<file path="config.mk">
export PLATFORM = sky130hd
export DESIGN_NAME = struct_deserializer
export DESIGN_NICKNAME = d
export VERILOG_FILES = /design/src/rtl/top_pkg.sv /design/src/rtl/struct_deserializer_fifo.sv /design/src/rtl/struct_deserializer.sv
export SDC_FILE = /design/constraint.sdc
export NUM_CORES = 1
export LEC_CHECK = 0
export BUFFER_PORTS_ARGS = -buffer_cell sky130_fd_sc_hd__clkbuf_2
export CELL_PAD_IN_SITES_DETAIL_PLACEMENT = 1
export CELL_PAD_IN_SITES_GLOBAL_PLACEMENT = 1
export CORE_MARGIN = 10
export CORE_UTILIZATION = 25
export DETAILED_ROUTE_END_ITERATION = 10
export PLACE_DENSITY = 0.46
export SLEW_MARGIN = 10
export SYNTH_ARGS = -nofsm -noshare
export SYNTH_HDL_FRONTEND = slang
export SYNTH_SLANG_ARGS = --single-unit
</file>
<file path="constraint.sdc">
create_clock -name clk -period 2.7 [get_ports clk]
set_input_delay 0.54 -clock clk [delete_from_list [all_inputs] [get_ports clk]]
set_output_delay 0.54 -clock clk [all_outputs]
set_load 0.03 [all_outputs]
</file>
<file path="src/rtl/top_pkg.sv">
// Shared types for the serial struct link: the payload struct, its reset
// constant, the deserializer FSM state type and an even-parity helper.
package top_pkg;

    typedef struct packed {
        logic a;
        logic b;
        logic c;
        logic d;
    } my_struct_t;

    localparam my_struct_t MyParameter = '{a: 1'b1, b: 1'b0, c: 1'b1, d: 1'b0};

    localparam int FRAME_BITS = $bits(my_struct_t);

    typedef enum logic [1:0] {
        IDLE  = 2'd0,
        SHIFT = 2'd1,
        CHECK = 2'd2
    } deser_state_e;

    // Parity bit that makes the total number of ones over a..d plus the bit even.
    function automatic logic even_parity(input my_struct_t s);
        return ^s;
    endfunction

endpackage

</file>
<file path="src/rtl/struct_deserializer_fifo.sv">
// struct_fifo: small FIFO of my_struct_t with registered head, valid and full
// flags. Pointers carry one extra MSB to tell full from empty.
module struct_fifo
    import top_pkg::*;
#(
    parameter int DEPTH = 4
) (
    input  logic       clk,
    input  logic       rst,
    input  logic       push_i,
    input  my_struct_t din_i,
    input  logic       pop_i,
    output logic       valid_o,
    output logic       full_o,
    output my_struct_t dout_o
);

    localparam int AW = $clog2(DEPTH);

    my_struct_t        mem_q [DEPTH];
    logic [AW:0]       wr_ptr_q, wr_ptr_d;
    logic [AW:0]       rd_ptr_q, rd_ptr_d;
    logic              valid_q, valid_d;
    logic              full_q, full_d;
    my_struct_t        dout_q, dout_d;
    logic              do_push_s;
    logic              do_pop_s;

    assign do_push_s = push_i && !full_q;
    assign do_pop_s  = pop_i && valid_q;

    // Next pointers, flags and head; a push into an emptying FIFO bypasses memory.
    always_comb begin
        wr_ptr_d = wr_ptr_q;
        rd_ptr_d = rd_ptr_q;
        dout_d   = dout_q;
        if (do_push_s) begin
            wr_ptr_d = wr_ptr_q + (AW + 1)'(1);
        end else begin
            wr_ptr_d = wr_ptr_q;
        end
        if (do_pop_s) begin
            rd_ptr_d = rd_ptr_q + (AW + 1)'(1);
        end else begin
            rd_ptr_d = rd_ptr_q;
        end
        valid_d = (wr_ptr_d != rd_ptr_d);
        full_d  = (wr_ptr_d[AW-1:0] == rd_ptr_d[AW-1:0]) && (wr_ptr_d[AW] != rd_ptr_d[AW]);
        if (!valid_d) begin
            dout_d = dout_q;
        end else if (do_push_s && (rd_ptr_d[AW-1:0] == wr_ptr_q[AW-1:0])) begin
            dout_d = din_i;
        end else begin
            dout_d = mem_q[rd_ptr_d[AW-1:0]];
        end
    end

    // Pointer and flag state.
    always_ff @(posedge clk) begin
        if (rst) begin
            wr_ptr_q <= '0;
            rd_ptr_q <= '0;
            valid_q  <= 1'b0;
            full_q   <= 1'b0;
            dout_q   <= '0;
        end else begin
            wr_ptr_q <= wr_ptr_d;
            rd_ptr_q <= rd_ptr_d;
            valid_q  <= valid_d;
            full_q   <= full_d;
            dout_q   <= dout_d;
        end
    end

    // Storage array; contents are don't-care until a pointer covers them.
    always_ff @(posedge clk) begin
        if (do_push_s) begin
            mem_q[wr_ptr_q[AW-1:0]] <= din_i;
        end
    end

    assign valid_o = valid_q;
    assign full_o  = full_q;
    assign dout_o  = dout_q;

endmodule

</file>
<file path="src/rtl/struct_deserializer.sv">
// Reassembles one my_struct_t per bit-serial frame (a,b,c,d MSB first) and
// buffers it in struct_fifo. Define STRUCT_DESER_PARITY_EN for a trailing even-parity bit.
module struct_deserializer
    import top_pkg::*;
#(
    parameter int         FIFO_DEPTH  = 4,
    parameter my_struct_t RESET_VALUE = MyParameter
) (
    input  logic       clk,
    input  logic       rst,
    input  logic       ser_valid_i,
    output logic       ser_ready_o,
    input  logic       ser_sof_i,
    input  logic       ser_data_i,
    output logic       struct_valid_o,
    input  logic       struct_ready_i,
    output my_struct_t struct_o,
    output my_struct_t last_struct_o,
    output logic       frame_err_o
);

    localparam logic [1:0] LAST_CNT = 2'(FRAME_BITS - 1);

    deser_state_e            state_q, state_d;
    logic [1:0]              cnt_q, cnt_d;
    logic [FRAME_BITS-1:0]   shreg_q, shreg_d;
    my_struct_t              last_q, last_d;
    logic                    err_q, err_d;
    logic                    fifo_full_s;
    logic                    push_s;
    my_struct_t              push_data_s;
    logic                    xfer_s;

    assign xfer_s = ser_valid_i && !fifo_full_s;

    // Frame FSM: sof always restarts at field a; a stray sof or bad parity flags an error.
    always_comb begin
        state_d     = state_q;
        cnt_d       = cnt_q;
        shreg_d     = shreg_q;
        last_d      = last_q;
        err_d       = 1'b0;
        push_s      = 1'b0;
        push_data_s = my_struct_t'(shreg_q);
        if (xfer_s) begin
            case (state_q)
                IDLE: begin
                    if (ser_sof_i) begin
                        shreg_d = {ser_data_i, {(FRAME_BITS-1){1'b0}}};
                        cnt_d   = 2'd1;
                        state_d = SHIFT;
                    end else begin
                        err_d = 1'b1;
                    end
                end
                SHIFT: begin
                    if (ser_sof_i) begin
                        err_d   = 1'b1;
                        shreg_d = {ser_data_i, {(FRAME_BITS-1){1'b0}}};
                        cnt_d   = 2'd1;
                    end else begin
                        shreg_d[LAST_CNT - cnt_q] = ser_data_i;
                        if (cnt_q == LAST_CNT) begin
                            cnt_d = 2'd0;
`ifdef STRUCT_DESER_PARITY_EN
                            state_d = CHECK;
`else
                            push_s      = 1'b1;
                            push_data_s = my_struct_t'({shreg_q[FRAME_BITS-1:1], ser_data_i});
                            last_d      = my_struct_t'({shreg_q[FRAME_BITS-1:1], ser_data_i});
                            state_d     = IDLE;
`endif
                        end else begin
                            cnt_d = cnt_q + 2'd1;
                        end
                    end
                end
`ifdef STRUCT_DESER_PARITY_EN
                CHECK: begin
                    if (ser_sof_i) begin
                        err_d   = 1'b1;
                        shreg_d = {ser_data_i, {(FRAME_BITS-1){1'b0}}};
                        cnt_d   = 2'd1;
                        state_d = SHIFT;
                    end else if (ser_data_i == even_parity(my_struct_t'(shreg_q))) begin
                        push_s  = 1'b1;
                        last_d  = my_struct_t'(shreg_q);
                        state_d = IDLE;
                    end else begin
                        err_d   = 1'b1;
                        state_d = IDLE;
                    end
                end
`endif
                default: begin
                    state_d = IDLE;
                    cnt_d   = 2'd0;
                end
            endcase
        end else begin
            state_d = state_q;
        end
    end

    // FSM, assembly register and registered status outputs.
    always_ff @(posedge clk) begin
        if (rst) begin
            state_q <= IDLE;
            cnt_q   <= 2'd0;
            shreg_q <= '0;
            last_q  <= RESET_VALUE;
            err_q   <= 1'b0;
        end else begin
            state_q <= state_d;
            cnt_q   <= cnt_d;
            shreg_q <= shreg_d;
            last_q  <= last_d;
            err_q   <= err_d;
        end
    end

    struct_fifo #(
        .DEPTH (FIFO_DEPTH)
    ) u_fifo (
        .clk     (clk),
        .rst     (rst),
        .push_i  (push_s),
        .din_i   (push_data_s),
        .pop_i   (struct_ready_i),
        .valid_o (struct_valid_o),
        .full_o  (fifo_full_s),
        .dout_o  (struct_o)
    );

    assign ser_ready_o   = !fifo_full_s;
    assign last_struct_o = last_q;
    assign frame_err_o   = err_q;

endmodule

</file>
==> summary.md <==
| Metric | Value |
|---|---|
| #FFs+latches synth | `40` |
| Initial antenna violation count | `0` |
| Mapped cell area | `1860 µm²` |
| Pwr per Cell Area | `548 nW/µm²` |
| Synth Area in XOR/XNOR | `4.38%` |
| Antenna diodes | `0` |
| Mux contribution to synthesized area | `8.02%` |
| Critical path endpoint category | `flip-flop` |
| Placed cells | `274` |
| Slowest cell on crit path | `dfxtp_1` |
| Largest net degree at the start of global routing | `25` |
| Crit path largest cell delay | `0.41 ns` |
| Count of final setup violators | `0` |
| RSZ-0062 raised after global routing | `no` |
| Max Cap Viol | `0` |
| Clock share of power | `43.0%` |
| Clock transition at path regs | `0.08 ns` |
| Critical-path cell list | `ha_1 -> and3b_1 -> and3_1 -> xnor3_2 -> a21o_1 -> a211oi_1` |
| DR WL/cell | `15.4 µm` |
| Post-DRT Antenna Nets | `0` |
| Post-synthesis adder-cell area fraction | `8.09%` |
| Reg2reg end | `u_fifo.dout_o[2]` |
| Initial Util | `25.6%` |
| Hold buffer count at cts | `0` |
| Commonest non-fill, non-tap cell in the layout | `dfxtp_1` |
| I/O Pins | `17` |
| Levels on crit path | `6` |
| Switching share of power | `22.5%` |
| Max Root-Sink Buffers | `2` |
| GRT Overall Usage | `8.25%` |
| Syn nets | `179` |
| Hold Startpoint | `last_struct_o[0]` |
| Max IR drop VDD | `0.169 mV` |
| Seq/Total Area, Yosys | `51.8%` |
| Clk sinks | `40` |
| Root Driver | `clkbuf_8` |
| Synth Area in Simple Gates | `14.6%` |
| Worst Path Required | `2.91 ns` |
| Worst-path maximum fanout | `11` |
| Fmax | `446 MHz` |
| Tmin final | `2.24 ns` |
| Vias in the first global route | `1401` |
| Buf/Inv on CP | `0` |
| GR Overflow Total | `0` |
| Reg2Reg Depth | `6` |
| Gpl congestion | `0.753` |
| Final Hold Vio Count | `0` |
| Clock Latency Late Sink | `0.30 ns` |
| Total CTS buffers | `5` |
| Final wirelength | `4350 µm` |
| Worst rel slew slack | `63.5%` |
| Worst hold endpoint | `last_struct_o[0]` |
| Initial DRT Pass Iterations | `4` |
| # DRC | `0` |
| Main combinational cell family by area after synthesis | `simple AND/OR/NAND/NOR gates` |
| WHS Path Cells | `2` |
| Post-synthesis cell count | `161` |
| HPWL after detailed placement | `3350 µm` |
| Via density | `4.52` |
| Sequential share of power | `53.3%` |
| Max-slew violations | `0` |
| Internal | `0.000922 W` |
| Crit path DAT | `2.45 ns` |
| Cts repair resizes | `0` |
| Complex-gate fraction of the synthesized area | `10.2%` |
| Count of different cell masters after synthesis | `39` |
| Psw | `0.000267 W` |
| Synthesis Warnings | `0` |
| Pleak | `0.837 nW` |
| Die Wd | `106 µm` |
| Final nets | `200` |
| Crit path max-delay family | `simple AND/OR/NAND/NOR gates` |
| Slew @ Worst Pin | `0.545 ns` |
| Crit Path Category | `flip-flop to flip-flop` |
| Post-route setup TNS | `0 ns` |
| Flop2flop setup slack | `0.46 ns` |
| Vias | `1276` |
| Fillers | `817` |
| Startpoint types | `flip-flop` |
| Outcome | `finished clean` |
| TritonCTS clock tree | `built` |
| Htree depth | `2` |
| Post-Layout Cell Count | `282` |
| Die ar. | `11300 µm²` |
| Proportion of layout cells with a drive suffix above 1 | `18.0%` |
| Synthesized area per cell | `11.5 µm²` |
| Logic pwr share | `3.7%` |
| Reg-to-reg startpoint | `cnt_q[0]` |
| Post-synth ARST share | `0%` |
| Final worst path period share | `83.0%` |
| EDFF count, synth | `16` |
| Port Buffers | `16` |
| Most frequent cells in the layout | `dfxtp_1 (24), nor2_1 (16), clkbuf_2 (16), edfxtp_1 (16), ha_1 (12)` |
| Row count | `31` |
| Syn-to-layout area delta | `16.7%` |
| Global-route wire length before repair | `7360 µm` |
| Post-CTS Setup Repair Bufs | `0` |
| 1st-iter DRT viols | `62` |
| Ys flop type | `dfxtp_1` |
| Die Span Y | `106 µm` |
| Skew final | `0.00591 ns` |
| Worst min path class | `flip-flop to flip-flop` |
| Placeable Area | `7250 µm²` |
## synth_stat cells, drive strengths merged (2+ instances only)
master,n,area share (%)
edfxtp,16,26
nor2,16,3.2
a21oi,6,1.6
and3,5,2.0
o21ai,7,1.9
xnor3,2,2.5
a32oi,3,1.4
nand4,2,0.67
nand2,11,2.2
nand3b,2,0.81
or3,2,0.67
xor2,2,0.94
inv,8,1.6
xnor2,2,0.94
buf,2,0.88
clkbuf,2,0.40
mux4,4,5.3
a211oi,9,3.6
nand3,7,1.9
dfxtp,24,26
mux2i,4,2.2
ha,12,8.1
## power by group through the flow
stage / combinational (W) / sequential [W] / clock, W
finish: 0.0000437 / 0.000634 / 0.000511
global route: 0.0000517 / 0.000635 / 0.000549
CTS: 0.0000458 / 0.000634 / 0.000530
detailed placement: 0.0000456 / 0.000648 / 0
global placement: 0.0000433 / 0.000648 / 0
floorplan: 0.0000264 / 0.000648 / 0
## cells by family after synthesis
| group | count (synthesis) |
|---|---|
| and+or+nand+nor | 53 |
| DFF | 40 |
| AOI/OAI and AO/OA | 29 |
| buffers and inverters | 12 |
| adders and majority gates | 12 |
| muxes | 9 |
| xor gates and xnor gates | 6 |
## metal layers
metal / up-vias / routed length, µm / global-route usage (%)
met5: - / 0 / 0
met2: 16 / 2220 / 14.7
met1: 628 / 1920 / 9.04
met4: 0 / 61 / 2.90
met3: 6 / 154 / 2.60
li1: 626 / - / -
## layout make-up
class / instances / area (µm²) / area share [%]
sequential: 40 / 961 / 44.3
multi-input combinational: 109 / 842 / 38.9
tap: 99 / 124 / 5.72
timing repair buffer: 18 / 95.1 / 4.39
clock buffer: 5 / 68.8 / 3.18
clock inverter: 3 / 46.3 / 2.14
inverter: 8 / 30.0 / 1.39
## state kept, by name, indices dropped and copies added, names as in the netlist
register and cells:
u_fifo.valid_o 1, u_fifo.wr_ptr_q 3, cnt_q 2, u_fifo.dout_o 4
frame_err_o 1, last_struct_o 4, shreg_q 4, u_fifo.rd_ptr_q 3
state_q 1, u_fifo.full_o 1, u_fifo.mem_q 16
## stage by stage
stage | instance area [µm²] | utilization (%) | setup WS [ns] | total power, W | hold WS [ns]
finish | 2170 | 29.9 | 0.458 | 0.00119 | 0.463
global route | 2170 | 29.9 | 0.270 | 0.00124 | 0.498
CTS | 2170 | 29.9 | 0.439 | 0.00121 | 0.470
detailed placement | 2050 | 28.3 | 0.459 | 0.000694 | 0.457
global placement | 2050 | 28.3 | 0.533 | 0.000691 | 0.450
floorplan | 1860 | - | 0.680 | 0.000675 | 0.448
## worst max-delay path by stage
stage / from / endpoint
5_1_grt: cnt_q[0] / u_fifo.dout_o[2]
3_3_place_gp: struct_ready_i / u_fifo.dout_o[1]
4_1_cts: cnt_q[0] / u_fifo.dout_o[2]
6_report: cnt_q[0] / u_fifo.dout_o[2]
3_5_place_dp: cnt_q[0] / u_fifo.dout_o[2]
2_1_floorplan: u_fifo.valid_o / u_fifo.dout_o[0]
## tightest hold or removal path: stages (launching register included)
cell and delay, ns:
dfxtp_1 0.32, nand2_1 0.05, a21oi_1 0.05
(Power assumes the default switching activity.)
